$ cat src/rtl/mips_pkg.sv
// Shared types and constants for the memory arbiter.
package mips_pkg;

  localparam int unsigned XLEN             = 32;
  localparam int unsigned MAX_WAIT_DEFAULT = 15;

  typedef enum logic [1:0] {
    IDLE  = 2'd0,
    D_ACC = 2'd1,
    I_ACC = 2'd2,
    DONE  = 2'd3
  } arb_state_e;

  // Registered memory command presented on the m_* port.
  typedef struct packed {
    logic [XLEN-1:0] adr;
    logic [XLEN-1:0] wdata;
    logic            read;
    logic            write;
  } mem_cmd_t;

endpackage

$ cat src/rtl/mem_arbiter_reg.sv
// Enable-loaded register with synchronous active-low clear.
module mem_arbiter_reg #(
  parameter int unsigned W = 32
) (
  input  logic         clk,
  input  logic         rst,
  input  logic         en_i,
  input  logic [W-1:0] d_i,
  output logic [W-1:0] q_o
);

  logic [W-1:0] val_q;

  // Load on enable, clear on reset.
  always_ff @(posedge clk) begin
    if (!rst) begin
      val_q <= '0;
    end else if (en_i) begin
      val_q <= d_i;
    end
  end

  assign q_o = val_q;

endmodule

$ cat src/rtl/mem_arbiter.sv
// Single-port memory arbiter between instruction fetch and MEM-stage loads/stores.
module mem_arbiter
  import mips_pkg::*;
#(
  parameter int unsigned MAX_WAIT = MAX_WAIT_DEFAULT
) (
  input  logic            clk,
  input  logic            rst,
  input  logic            inst_req,
  input  logic [XLEN-1:0] inst_adr,
  input  logic            mem_read,
  input  logic            mem_write,
  input  logic [XLEN-1:0] data_adr,
  input  logic [XLEN-1:0] data_out,
  output logic [XLEN-1:0] inst,
  output logic [XLEN-1:0] data_in,
  output logic            stall,
  output logic [XLEN-1:0] m_adr,
  output logic [XLEN-1:0] m_wdata,
  output logic            m_read,
  output logic            m_write,
  input  logic [XLEN-1:0] m_rdata,
  input  logic            m_ack,
  output logic            err
);

  localparam int unsigned CNT_W = (MAX_WAIT < 2) ? 1 : $clog2(MAX_WAIT);

  arb_state_e       state_q, state_d;
  mem_cmd_t         cmd_q, cmd_d;
  logic [CNT_W-1:0] cnt_q, cnt_d;
  logic             err_q, err_d;
  logic             fpend_q, fpend_d;

  logic             dbuf_en, ibuf_en;
  logic [XLEN-1:0]  dbuf_d, ibuf_d;
  logic [XLEN-1:0]  dbuf_q, ibuf_q;

  logic             active;
  logic             timeout;
  logic             acc_end;

  // Access completes on ack, or aborts when the wait budget is used up.
  assign active  = cmd_q.read | cmd_q.write;
  assign timeout = active & ~m_ack & (cnt_q == CNT_W'(MAX_WAIT - 1));
  assign acc_end = active & (m_ack | timeout);

  // State and command registers.
  always_ff @(posedge clk) begin
    if (!rst) begin
      state_q <= IDLE;
      cmd_q   <= '0;
      cnt_q   <= '0;
      err_q   <= 1'b0;
      fpend_q <= 1'b0;
    end else begin
      state_q <= state_d;
      cmd_q   <= cmd_d;
      cnt_q   <= cnt_d;
      err_q   <= err_d;
      fpend_q <= fpend_d;
    end
  end

  // Next-state, command launch and buffer load control.
  always_comb begin
    state_d = state_q;
    cmd_d   = cmd_q;
    cnt_d   = cnt_q;
    err_d   = err_q;
    fpend_d = fpend_q;
    dbuf_en = 1'b0;
    ibuf_en = 1'b0;
    dbuf_d  = timeout ? '0 : m_rdata;
    ibuf_d  = timeout ? '0 : m_rdata;

    case (state_q)
      IDLE: begin
        if (mem_read | mem_write) begin
          // A read+write conflict is executed as a store and flagged.
          state_d     = D_ACC;
          cmd_d.adr   = data_adr;
          cmd_d.wdata = data_out;
          cmd_d.read  = mem_read & ~mem_write;
          cmd_d.write = mem_write;
          cnt_d       = '0;
          fpend_d     = inst_req;
          if (mem_read & mem_write) err_d = 1'b1;
        end else if (inst_req) begin
          state_d     = I_ACC;
          cmd_d.adr   = inst_adr;
          cmd_d.wdata = '0;
          cmd_d.read  = 1'b1;
          cmd_d.write = 1'b0;
          cnt_d       = '0;
          fpend_d     = 1'b0;
        end
      end

      D_ACC: begin
        if (acc_end) begin
          dbuf_en     = cmd_q.read;
          cmd_d.read  = 1'b0;
          cmd_d.write = 1'b0;
          if (timeout) err_d = 1'b1;
          state_d     = fpend_q ? I_ACC : DONE;
          fpend_d     = 1'b0;
        end else if (active) begin
          cnt_d = cnt_q + CNT_W'(1);
        end
      end

      I_ACC: begin
        if (!active) begin
          // Strobe-low gap after a data access; launch the fetch now.
          cmd_d.adr   = inst_adr;
          cmd_d.wdata = '0;
          cmd_d.read  = 1'b1;
          cmd_d.write = 1'b0;
          cnt_d       = '0;
        end else if (acc_end) begin
          ibuf_en     = 1'b1;
          cmd_d.read  = 1'b0;
          cmd_d.write = 1'b0;
          if (timeout) err_d = 1'b1;
          state_d     = DONE;
        end else begin
          cnt_d = cnt_q + CNT_W'(1);
        end
      end

      DONE: begin
        state_d = IDLE;
      end

      default: begin
        state_d = IDLE;
      end
    endcase
  end

  mem_arbiter_reg #(.W(XLEN)) u_data_buf (
    .clk  (clk),
    .rst  (rst),
    .en_i (dbuf_en),
    .d_i  (dbuf_d),
    .q_o  (dbuf_q)
  );

  mem_arbiter_reg #(.W(XLEN)) u_inst_buf (
    .clk  (clk),
    .rst  (rst),
    .en_i (ibuf_en),
    .d_i  (ibuf_d),
    .q_o  (ibuf_q)
  );

  // Pipeline runs only in DONE, or in IDLE when nothing is requested.
  assign stall   = (state_q == IDLE) ? (inst_req | mem_read | mem_write)
                                     : (state_q != DONE);
  assign inst    = ibuf_q;
  assign data_in = dbuf_q;
  assign m_adr   = cmd_q.adr;
  assign m_wdata = cmd_q.wdata;
  assign m_read  = cmd_q.read;
  assign m_write = cmd_q.write;
  assign err     = err_q;

endmodule

$ cat config.mk
export PLATFORM = sky130hd
export DESIGN_NAME = mem_arbiter
export DESIGN_NICKNAME = d
export VERILOG_FILES = /design/src/rtl/mips_pkg.sv /design/src/rtl/mem_arbiter_reg.sv /design/src/rtl/mem_arbiter.sv
export SDC_FILE = /design/constraint.sdc
export NUM_CORES = 1
export LEC_CHECK = 0
export ABC_AREA = 0
export CORE_MARGIN = 2
export CORE_UTILIZATION = 43
export CTS_CLUSTER_DIAMETER = 50
export DETAILED_ROUTE_END_ITERATION = 6
export PLACE_DENSITY = 0.81
export SYNTH_ARGS = -nofsm -noshare
export SYNTH_HDL_FRONTEND = slang
export SYNTH_HIERARCHICAL = 1
export SYNTH_SLANG_ARGS = --single-unit
$ cat constraint.sdc
create_clock -name clk -period 2.6 [get_ports clk]
set_input_delay 0.52 -clock clk [delete_from_list [all_inputs] [get_ports clk]]
set_output_delay 0.52 -clock clk [all_outputs]
set_load 0.01 [all_outputs]
==> Implementation_results.wiki, run 1 <==
{| class="wikitable"
! Metric !! Value
|-
| Result of the run || finished, final reports clean
|-
| Number of warning messages in the yosys log || 6
|-
| Final standard cell count with taps included and fillers excluded || 1105
|-
| DR WL/cell || 15.5 µm
|-
| Endpoint type of the worst setup path || output port
|-
| Vertical die dimension || 125 µm
|-
| Syn nets || 799
|-
| Worst hold path class || reg2reg
|-
| Net switching component of the power || 3.00 mW
|-
| Number of enable-type register cells in the synthesized netlist || 0
|-
| DR iter-0 viols || 207
|-
| Top library cells by usage in the layout, fill and taps aside || sky130_fd_sc_hd__clkdlybuf4s50_1, sky130_fd_sc_hd__dfxtp_1, sky130_fd_sc_hd__nand2_1
|-
| Number of vias per cell || 5.04
|-
| Final sum of negative setup slack || 0 ps
|-
| # port buffers || 265
|-
| Total of max-cap violations || 0
|-
| Pin slew with the least headroom to its limit || 427 ps
|-
| DP HPWL || 11800 µm
|-
| Clock latency at the later pin of the worst-skew pair || 410 ps
|-
| Fill count || 1185
|-
| Total power per unit cell area || 924 nW/µm²
|-
| Critical register-to-register path startpoint || state_q[1]
|-
| Vias in the first global route || 5592
|-
| Net count, final || 1049
|-
| Portion of the clock cycle consumed by the worst path in the final layout || 94.4%
|-
| Crit path time final || 2450 ps
|-
| Layout-stage area growth over the synthesis result || 53.9%
|-
| Largest cells by area after synthesis || sky130_fd_sc_hd__dfxtp_1, sky130_fd_sc_hd__mux2i_1, sky130_fd_sc_hd__nor2b_1, sky130_fd_sc_hd__nand2_1, sky130_fd_sc_hd__o211a_1
|-
| Proportion of layout cells with a drive suffix above 1 || 8.03%
|-
| Sum of overflow across all layers after global routing || 0
|-
| Worst clock skew || 10.2 ps
|-
| # IOs || 266
|-
| Hold endpoint || m_wdata[21]
|-
| Antenna diode count || 0
|-
| TritonCTS clock tree || yes
|-
| Post-route antenna net violation count || 0
|-
| Required arrival time at the worst endpoint || 2080 ps
|-
| Most common cell after layout, fill and taps aside || sky130_fd_sc_hd__clkdlybuf4s50_1
|-
| CTS H-Tree Depth || 4
|-
| Footprint of the multi-input gates || 3130 µm²
|-
| Highest achievable clock rate || 0.407 GHz
|-
| Sinks on Clock Net || 138
|-
| Critical-path cell with the highest stage delay || sky130_fd_sc_hd__clkdlybuf4s50_1
|-
| Main flop type after synthesis || sky130_fd_sc_hd__dfxtp_1
|-
| Number of antenna violations at the first check in global routing || 0
|-
| Type of the worst setup path || reg2out
|-
| Source of the worst hold timing path || m_wdata[21]
|-
| Starting Density || 43.5%
|-
| Sequential group share of total power || 31.5%
|-
| TritonCTS buffer count || 17
|-
| Share of total power consumed by net switching || 33.7%
|-
| Vias after detailed routing || 5567
|-
| Gate count of the mapped netlist || 658
|-
| Die Wd || 125 µm
|-
| Synth area leader || sky130_fd_sc_hd__dfxtp_1
|-
| Post-Route WL || 17100 µm
|-
| Std-Cell Rows || 44
|-
| Total global routing track utilization || 22.1%
|-
| DIE AREA || 15500 µm²
|-
| RePlAce Congestion || 0.784
|-
| Root buffer cell || sky130_fd_sc_hd__clkbuf_16
|-
| Seq/Total Area, Yosys || 44.2%
|-
| Post-synthesis instance area || 6250 µm²
|-
| Total placed cells including tap cells || 1073
|-
| Maximum number of pins on one net before global-route repair || 85
|-
| Proportion of netlist area held by the largest area contributor || 44.2%
|-
| Share of flip-flops with an asynchronous set or reset after synthesis || 0%
|-
| Core ar. || 14400 µm²
|-
| Worst Reg-to-Reg Cells || 8
|-
| Setup violations, final || 0
|-
| Wire length of the first global-routing pass || 27900 µm
|-
| CP peak stage delay || 560 ps
|-
| Critical path data arrival time || 1930 ps
|-
| Logic pwr share || 41.3%
|-
| Worst-path fanout max || 8
|-
| Static Leak || 3.73 nW
|-
| Number of cells on the worst hold path || 2
|-
| Clock slew at the register clock pins of the worst setup and hold paths || 50 ps
|-
| Startpoint type of the worst setup path || flop
|-
| Chain of cells forming the critical path || inv_1 -> ha_2 -> nor4b_4 -> a21oi_1 -> clkdlybuf4s50_1
|-
| Relative max-transition margin || 71.4%
|-
| Flop and latch count out of synthesis || 138
|-
| Capture point of the worst reg-to-reg path || m_wdata[13]
|-
| Final Slew Violations || 0
|-
| Average instance area after synthesis || 9.50 µm²
|-
| Final count of hold timing violations || 0
|-
| Setup repair after global routing missed its margin || no
|-
| Internal Pwr Total || 5.89 mW
|-
| Number of distinct library cells after synthesis || 47
|-
| Share of power burned in the clock network || 27.2%
|-
| DRC Markers || 0
|-
| Sequential Area || 2760 µm²
|-
| Maximum vdd ir drop || 0.000556 V
|-
| Max Buffers Root-to-Sink || 2
|-
| R2R Setup Slk || 520 ps
|-
| First-pass DRT Iterations || 4
|}
==> worst max-delay path, delay by kind of cell, from the launching register on <==
kind	cells	cell delay, ps
adder cells (fa/ha/maj)	1	220
AND/OR/NAND/NOR	1	150
buffers and inverters	2	650
AO/OA/AOI/OAI	1	120
flip-flops	1	390
==> how the worst max path moves through the flow <==
| stage | from | end | slack [ps] | cells past startpoint |
|---|---|---|---|---|
| floorplan | state_q[0] | m_adr[0] | 800 | 9 |
| global placement | mem_read | stall | 230 | 4 |
| detailed placement | mem_read | stall | 200 | 4 |
| CTS | state_q[0] | stall | 9 | 5 |
| global route | state_q[1] | stall | 7 | 5 |
| finish | state_q[1] | stall | 150 | 5 |
==> power by group through the flow <==
| stage | clock network, mW | registers (mW) | logic [mW] |
|---|---|---|---|
| after detailed placement | 0 | 2.84 | 3.68 |
| after CTS | 2.47 | 2.80 | 3.70 |
| after floorplan | 0 | 3.01 | 2.00 |
| final | 2.42 | 2.80 | 3.67 |
| after global routing | 2.57 | 2.85 | 4.01 |
| after global placement | 0 | 2.82 | 3.64 |
==> cells by family (layout without fill, tap and decap cells) <==
logic type | Yosys count | after routing | share of synthesized area (%)
flops | 138 | 138 | 44.2
buf+inv | 59 | 322 | 6.38
simple gates | 293 | 293 | 24.8
fa+ha+maj | 7 | 7 | 1.40
compound gates | 94 | 94 | 12.5
mux | 67 | 67 | 10.7
==> repair_timing <==
action                                  in CTS  in global routing
endpoints found under the setup margin       0                  1
resized for setup                            0                  2
setup buffers                                0                  0
hold buffers                                 0                  0
==> cell usage after synthesis (7+ instances only) <==
library cell               count
sky130_fd_sc_hd__nor2b_1      98
sky130_fd_sc_hd__a21boi_0     25
sky130_fd_sc_hd__nand3_2      10
sky130_fd_sc_hd__buf_2        10
sky130_fd_sc_hd__mux2i_1      67
sky130_fd_sc_hd__clkbuf_1     24
sky130_fd_sc_hd__dfxtp_1     138
sky130_fd_sc_hd__nand2_1     105
sky130_fd_sc_hd__ha_1          7
sky130_fd_sc_hd__nand3_1      56
sky130_fd_sc_hd__o211a_1      33
sky130_fd_sc_hd__nor2_1        7
sky130_fd_sc_hd__a21boi_1      9
sky130_fd_sc_hd__buf_6         9
==> metal layers <==
metal  global-route usage, %  share of wire (%)
met4                    8.72                2.4
met3                    8.08                8.8
met5                       0                  0
met2                    36.6                 47
met1                    25.9                 42
==> sequential cells by signal, indices dropped and copies added (netlist names) <==
name / count
m_adr: 32
m_wdata: 32
u_data_buf/q_o: 32
u_inst_buf/q_o: 32
cnt_q: 4
state_q: 2
err: 1
fpend_q: 1
m_read: 1
m_write: 1
==> metrics by stage <==
stage,instance area (µm²),worst slack [ps],power [mW],util (%),hold WS (ps)
floorplan,6250,799,5.01,-,468
global placement,9020,230,6.46,62.8,436
detailed placement,9020,205,6.52,62.8,441
CTS,9620,8.92,8.97,66.9,448
global route,9620,7.03,9.43,67.0,476
finish,9620,145,8.89,67.0,446
==> layout make-up <==
cell class,instances,share of cell area [%]
inverters,6,0.234
multi-input cells,461,32.5
well taps,184,2.39
flip-flops and latches,138,28.7
clock inverters,9,1.17
clock buffers,23,5.07
repair buffers,284,29.9
Note: power is estimated with default switching activity, not from simulation.
==> run 2: changes to the inputs <==
- SKIP_CTS_REPAIR_TIMING: not set -> 1
==> results of run 2 <==
Same layout as run 1: the final DEF is identical, and so are final timing and power.
